### src/rtl/score_buffer_writer.sv
// score_buffer_writer: streams signed scores into memory at base+index, then strobes the downstream scanner
module score_buffer_writer #(
    parameter int DATA_WIDTH = 32,
    parameter int ADDR_WIDTH = 16
) (
    input  logic                  clk,
    input  logic                  rst,
    input  logic                  start,
    input  logic [ADDR_WIDTH-1:0] size,
    input  logic [ADDR_WIDTH-1:0] base_addr,
    input  logic                  in_valid,
    input  logic [DATA_WIDTH-1:0] in_data,
    output logic                  in_ready,
    output logic                  mem_we,
    output logic [ADDR_WIDTH-1:0] mem_addr,
    output logic [DATA_WIDTH-1:0] mem_wdata,
    output logic [ADDR_WIDTH-1:0] count,
    output logic                  busy,
    output logic                  done,
    output logic                  consumer_start
);
    typedef enum logic [1:0] {IDLE, FILL, COMMIT, FINISH} state_t;
    state_t state, state_nx;
    logic [ADDR_WIDTH-1:0] size_q, base_q;
    logic [ADDR_WIDTH-1:0] count_inc;
    assign count_inc = count + ADDR_WIDTH'(1);
    // state register
    always_ff @(posedge clk or posedge rst) begin
        if (rst) state <= IDLE;
        else state <= state_nx;
    end
    // next state and state-decoded outputs; COMMIT covers the cycle the last write is on the port
    always_comb begin
        state_nx = state;
        in_ready = 1'b0;
        busy = 1'b1;
        done = 1'b0;
        consumer_start = 1'b0;
        case (state)
            IDLE: begin
                busy = 1'b0;
                if (start) state_nx = (size != '0) ? FILL : FINISH;
            end
            FILL: begin
                in_ready = 1'b1;
                if (in_valid && count_inc == size_q) state_nx = COMMIT;
            end
            COMMIT: state_nx = FINISH;
            FINISH: begin
                done = 1'b1;
                consumer_start = 1'b1;
                state_nx = IDLE;
            end
            default: state_nx = IDLE;
        endcase
    end
    // job latch, element counter and registered write port; address wraps modulo 2^ADDR_WIDTH
    always_ff @(posedge clk or posedge rst) begin
        if (rst) begin
            mem_we <= 1'b0;
            mem_addr <= '0;
            mem_wdata <= '0;
            count <= '0;
            size_q <= '0;
            base_q <= '0;
        end else begin
            mem_we <= 1'b0;
            if (state == IDLE && start) begin
                count <= '0;
                size_q <= size;
                base_q <= base_addr;
            end
            if (state == FILL && in_valid) begin
                mem_we <= 1'b1;
                mem_addr <= base_q + count;
                mem_wdata <= in_data;
                count <= count_inc;
            end
        end
    end
endmodule

### config.mk
export PLATFORM = sky130hd
export DESIGN_NAME = score_buffer_writer
export DESIGN_NICKNAME = d
export VERILOG_FILES = /design/src/rtl/score_buffer_writer.sv
export SDC_FILE = /design/constraint.sdc
export NUM_CORES = 1
export LEC_CHECK = 0
export ABC_AREA = 1
export BUFFER_PORTS_ARGS = -buffer_cell sky130_fd_sc_hd__buf_2
export CELL_PAD_IN_SITES_DETAIL_PLACEMENT = 1
export CELL_PAD_IN_SITES_GLOBAL_PLACEMENT = 2
export CORE_UTILIZATION = 30
export DETAILED_ROUTE_END_ITERATION = 6
export PLACE_DENSITY_LB_ADDON = 0.12
export SYNTH_ARGS = -nofsm -noshare
export SYNTH_HDL_FRONTEND = slang
export SYNTH_SLANG_ARGS = --single-unit
### constraint.sdc
create_clock -name clk -period 3.9 [get_ports clk]
set_input_delay 0.39 -clock clk [delete_from_list [all_inputs] [get_ports clk]]
set_output_delay 0.39 -clock clk [all_outputs]
set_load 0.1 [all_outputs]
* Yosys cells after proc, flatten, opt, wreduce, memory -nomap -nowiden *
Cells that the tools add are included.

cells by class
  reduce and logical (&&, ||, !) cells = 7
  add/subtract/negate cells = 2
  eq/ne operators = 6
  muxes and demuxes = 10

operators with widths
  cell                                                             count
  16-bit 2-to-1 mux                                                2
  16-bit by 1-bit adder with 16-bit output, second input constant  1
  16-bit adder                                                     1
  16-bit == test                                                   1
  16-bit nonzero test                                              1
  2-bit case mux with 4 select lines                               1
  2-bit 2-to-1 mux                                                 3
  2-bit == test, second input constant                             2
  1-bit 2-to-1 mux                                                 4
  2-bit inequality test, second input constant                     2
  1-bit logical AND                                                3
  2-bit by 1-bit == test with 1-bit output, second input constant  1
  2-bit zero test                                                  1
  2-bit AND reduction                                              1
  2-bit nonzero test                                               1

storage, ports and cells
  register bits = 99
  bits of input ports = 68

* Logic depth before layout (Yosys ltp) *
  depth after elaboration = 5
  gate-level depth with buffers = 16
  depth with buffers taken out = 16

* Worst setup path before layout *
No wires, ideal clock.

  kind = reg2reg
  start point = register count[0]
  end point = register state[0]
  stages on the path, launching flop included = 17
  period minus slack after synthesis = 2.577 ns
  arrival time = 2.460 ns
  library setup time = 0.117 ns
  slack = 1.323 ns
  buffers on the path = 0
  cell sequence = dfrtp_1 -> ha_1 -> nand3_1 -> nor2_2 -> nand2_1 -> nand2_1 -> nand2_1 -> nand2_1 -> nand2_1 -> inv_1 -> nand2_1 -> nor2_1 -> nand3_1 -> nand2_2 -> nand2_2 -> nand2_1 -> nand2_1

between the ends
  longest elaborated chain between the ends = 5

ends and longest elaborated chain
  element                                   line  source
  start: declaration                        17    output logic [ADDR_WIDTH-1:0] count,
  start signal: assignment                  77    count <= count_inc;
  16-bit by 1-bit adder with 16-bit output  26    assign count_inc = count + ADDR_WIDTH'(1);
  16-bit == test                            46    if (in_valid && count_inc == size_q) state_nx = COMMIT;
  1-bit logical AND                         46
  2-bit inequality test (no source line)    -
  2-bit AND reduction (no source line)      -
  end signal: assignment                    30    else state <= state_nx;
  end: declaration                          23    state_t state, state_nx;

Every way passes these cells.
A chain may end at the register's enable or synchronous reset.

* Final worst setup path *
  start point = register count[0]
  end point = register mem_addr[14]

between the ends
  longest elaborated chain between the ends = 1

ends and longest elaborated chain
  element                 line  source
  16-bit adder            75    mem_addr <= base_q + count;
  end signal: assignment  75
  end: declaration        15    output logic [ADDR_WIDTH-1:0] mem_addr,

Every way passes these cells.

==> summary.md <==
| Metric | Value |
|---|---|
| Clock transition at path regs | `0.07 ns` |
| Worst Hold Class | `in -> reg` |
| Buffers & Inverters on Critical Path | `1` |
| Yosys cell types | `34` |
| CP Capture Type | `register` |
| CTS Buf Count | `9` |
| WP depth | `11` |
| Reg2Reg Setup Slack | `1.48 ns` |
| Sequential area share after synthesis | `48.2%` |
| Initial antenna violation count | `0` |
| Mean number of vias per cell | `4.65` |
| Hold Fails Final Rpt | `0` |
| Synth Cell Area | `5140 µm²` |
| Hold endpoint | `mem_wdata[12]$_DFFE_PP0P_` |
| Worst skew pair latency | `0.35 ns` |
| Period Utilization, post-route | `62.1%` |
| Largest family of logic cells by synthesized area | `simple AND/OR/NAND/NOR gates` |
| Area of the core | `16,600 µm²` |
| Longest Clk Path Bufs | `2` |
| Die Span X | `133 µm` |
| Adder-Cell Fraction of Synth Area | `5.50%` |
| DP Area | `6060 µm²` |
| Clk sinks | `99` |
| First-pass GRT wire length | `25,100 µm` |
| Startpoint Class | `register` |
| Leakage | `3.36 nW` |
| Starting Density | `30.9%` |
| Cells after synthesis | `628` |
| Hold buffers post-CTS | `0` |
| GR Overflow Total | `0` |
| Final Slew Violations | `0` |
| Slowest stage delay, CP | `0.51 ns` |
| Flops & latches, synth | `99` |
| Most frequent cells in the layout | `nand2_1 (224), buf_2 (136), dfrtp_1 (99)` |
| Synth Area in Compound Gates | `7.20%` |
| IO Port Bufs | `136` |
| Diode count | `0` |
| Share of layout cells above drive strength 1 | `25.1%` |
| Pre-CTS WS | `1.36 ns` |
| DRT Pass-1 Iters | `4` |
| DRT Wirelength | `15,100 µm` |
| R2R Path End | `mem_addr[14]$_DFFE_PP0P_` |
| Critical Path Most Common Cell | `nand2_1` |
| Final instance area | `6350 µm²` |
| Cell family with most CP delay | `simple AND/OR/NAND/NOR gates` |
| Via count | `4,571` |
| Site row count | `47` |
| Postcts setup bufs | `0` |
| I/O pins | `137` |
| GRT Total Usage | `18.1%` |
| RSZ-0062 raised after global routing | `false` |
| DR WL/cell | `15.3 µm` |
| Fin crit period | `2.42 ns` |
| Xor and xnor area share after synthesis | `2.92%` |
| Worst Slack Setup Final | `1.48 ns` |
| Relative slew slack | `32.2%` |
| Final hold slack | `0.232 ns` |
| Outcome | `finished, final reports clean` |
| Synth Warn # | `0` |
| Max Fclk | `413 MHz` |
| Post-Syn Area per Cell | `8.19 µm²` |
| Pin count of the biggest net entering global routing | `76` |
| Max cap viols | `0` |
| Vias in the first global route | `4,854` |
| Detailed-route DRC error count | `0` |
| Initial DRC count | `160` |
| H-tree Lvls | `3` |
| Worst reg2reg path startpoint | `count[0]$_DFFE_PP0P_` |
| Reg2Reg Depth | `11` |
| Synth-to-Final Area Change | `23.5%` |
| Pwr Density | `978 nW/µm²` |
| GP Congestion | `0.763` |
| Setup TNS Final | `0 ns` |
| CP required | `4.19 ns` |
| Die Y | `133 µm` |
| Antenna Nets Post-Route | `0` |
| Worst Path Arrival | `2.71 ns` |
| Hold wc startpoint | `in_data[12]` |
| Commonest non-fill, non-tap cell in the layout | `nand2_1` |
| Slowest stage cell on the critical path | `dfrtp_1` |
| Root Driver | `clkbuf_16` |
| Cts repair resizes | `0` |
| CP max FO | `7` |
| Final setup viols | `0` |
| Post-synthesis mux area share | `3.72%` |
| Layout Utilization | `38.2%` |
| Syn Nets | `718` |
| Critical path type | `reg -> reg` |
| Slew @ Worst Pin | `1.02 ns` |
| Hold Crit Depth | `3` |
| Cells along the critical path | `ha_1, inv_1, fa_1, o21ai_0, nand4_1, nand4_1, nand2_1, nand2_1, or2_2, nand3_1, nand2_1` |
| Peak VDD IR | `0.443 mV` |
| TritonCTS clock tree | `done` |
| Clk_skew | `0.00564 ns` |
| Die area | `17,700 µm²` |
| Nets | `850` |
| Post-Synth Simple-Gate Area | `26.7%` |
| DP Wirelength | `11,300 µm` |
sequential cells by signal (all words and copies together), names as in the netlist:
| signal | flops |
|---|---|
| mem_wdata | 32 |
| count | 16 |
| mem_addr | 16 |
| state | 2 |
| size_q | 16 |
| mem_we | 1 |
| base_q | 16 |
kinds of logic (layout without fill, tap and decap cells):
family	after synthesis	count (layout)
mux	17	17
fa+ha+maj	22	22
xor+xnor	12	12
compound gates	69	69
flops	99	99
simple gates	331	331
buf+inv	78	214
stage by stage:
| stage | power, W | cells |
|---|---|---|
| final | 0.00621 | 984 |
| after global routing | 0.00659 | 984 |
| after CTS | 0.00630 | 984 |
| after detailed placement | 0.00536 | 969 |
| after global placement | 0.00528 | 969 |
| after floorplan | 0.00465 | 628 |
routing by layer:
layer  track usage, %  wire length, µm
met1             23.3             7090
met2             31.3             7390
met3             2.68              415
met4             5.62              188
met5                0                0
layout make-up:
type	instances	area (µm²)
Clock buffer	9	225
Tap cell	220	275
Fill cell	2081	10300
Multi-Input combinational cell	451	2370
Sequential cell	99	2480
Clock inverter	6	66.3
Inverter	59	224
Timing Repair Buffer	140	711
worst min-delay path, delay by kind of cell:
family	cells	cell delay, ns
buffers and inverters	1	0.08
and+or+nand+nor	2	0.08
cells in the mapped netlist:
| library cell | number | area (µm²) |
|---|---|---|
| a21o_1 | 2 | 15.0 |
| a21oi_1 | 17 | 85.1 |
| a221oi_1 | 1 | 8.76 |
| a31oi_1 | 6 | 37.5 |
| and2_1 | 1 | 6.26 |
| buf_1 | 3 | 11.3 |
| buf_4 | 1 | 7.51 |
| clkbuf_1 | 15 | 56.3 |
| clkinv_1 | 1 | 3.75 |
| dfrtp_1 | 99 | 2480 |
| fa_1 | 1 | 20.0 |
| ha_1 | 21 | 263 |
| inv_1 | 57 | 214 |
| inv_2 | 1 | 3.75 |
| mux2_2 | 17 | 191 |
| nand2_1 | 225 | 845 |
| nand2_2 | 3 | 18.8 |
| nand3_1 | 42 | 210 |
| nand3b_1 | 4 | 30.0 |
| nand4_1 | 6 | 37.5 |
| nor2_1 | 33 | 124 |
| nor2_2 | 4 | 25.0 |
| nor3_1 | 2 | 10.0 |
| nor4_1 | 1 | 6.26 |
| o21ai_0 | 32 | 160 |
| o21ai_1 | 4 | 20.0 |
| o22ai_1 | 7 | 43.8 |
| or2_0 | 1 | 6.26 |
| or2_2 | 9 | 56.3 |
| xnor2_1 | 4 | 35.0 |
| xnor3_1 | 1 | 22.5 |
| xor2_1 | 5 | 43.8 |
| xor3_1 | 1 | 23.8 |
| xor3_2 | 1 | 25.0 |
power breakdown:
part	switching, W	internal [W]	total (W)
Sequential	0.000271	0.00145	0.00172
Combinational	0.00284	0.000733	0.00357
Clock	0.000419	0.000497	0.000916
how the worst max path moves through the flow:
stage,start,slack (ns),endpoint
2_1_floorplan,rst,0.92,base_q[0]$_DFFE_PP0P_
3_3_place_gp,state[1]$_DFFE_PP0P_,1.48,mem_addr[7]$_DFFE_PP0P_
3_5_place_dp,state[1]$_DFFE_PP0P_,1.36,count[7]$_DFFE_PP0P_
4_1_cts,state[1]$_DFFE_PP0P_,1.34,mem_addr[15]$_DFFE_PP0P_
5_1_grt,state[1]$_DFFE_PP0P_,1.14,mem_addr[4]$_DFFE_PP0P_
6_report,count[0]$_DFFE_PP0P_,1.48,mem_addr[14]$_DFFE_PP0P_
No activity file was read; power rests on OpenSTA's default activity.
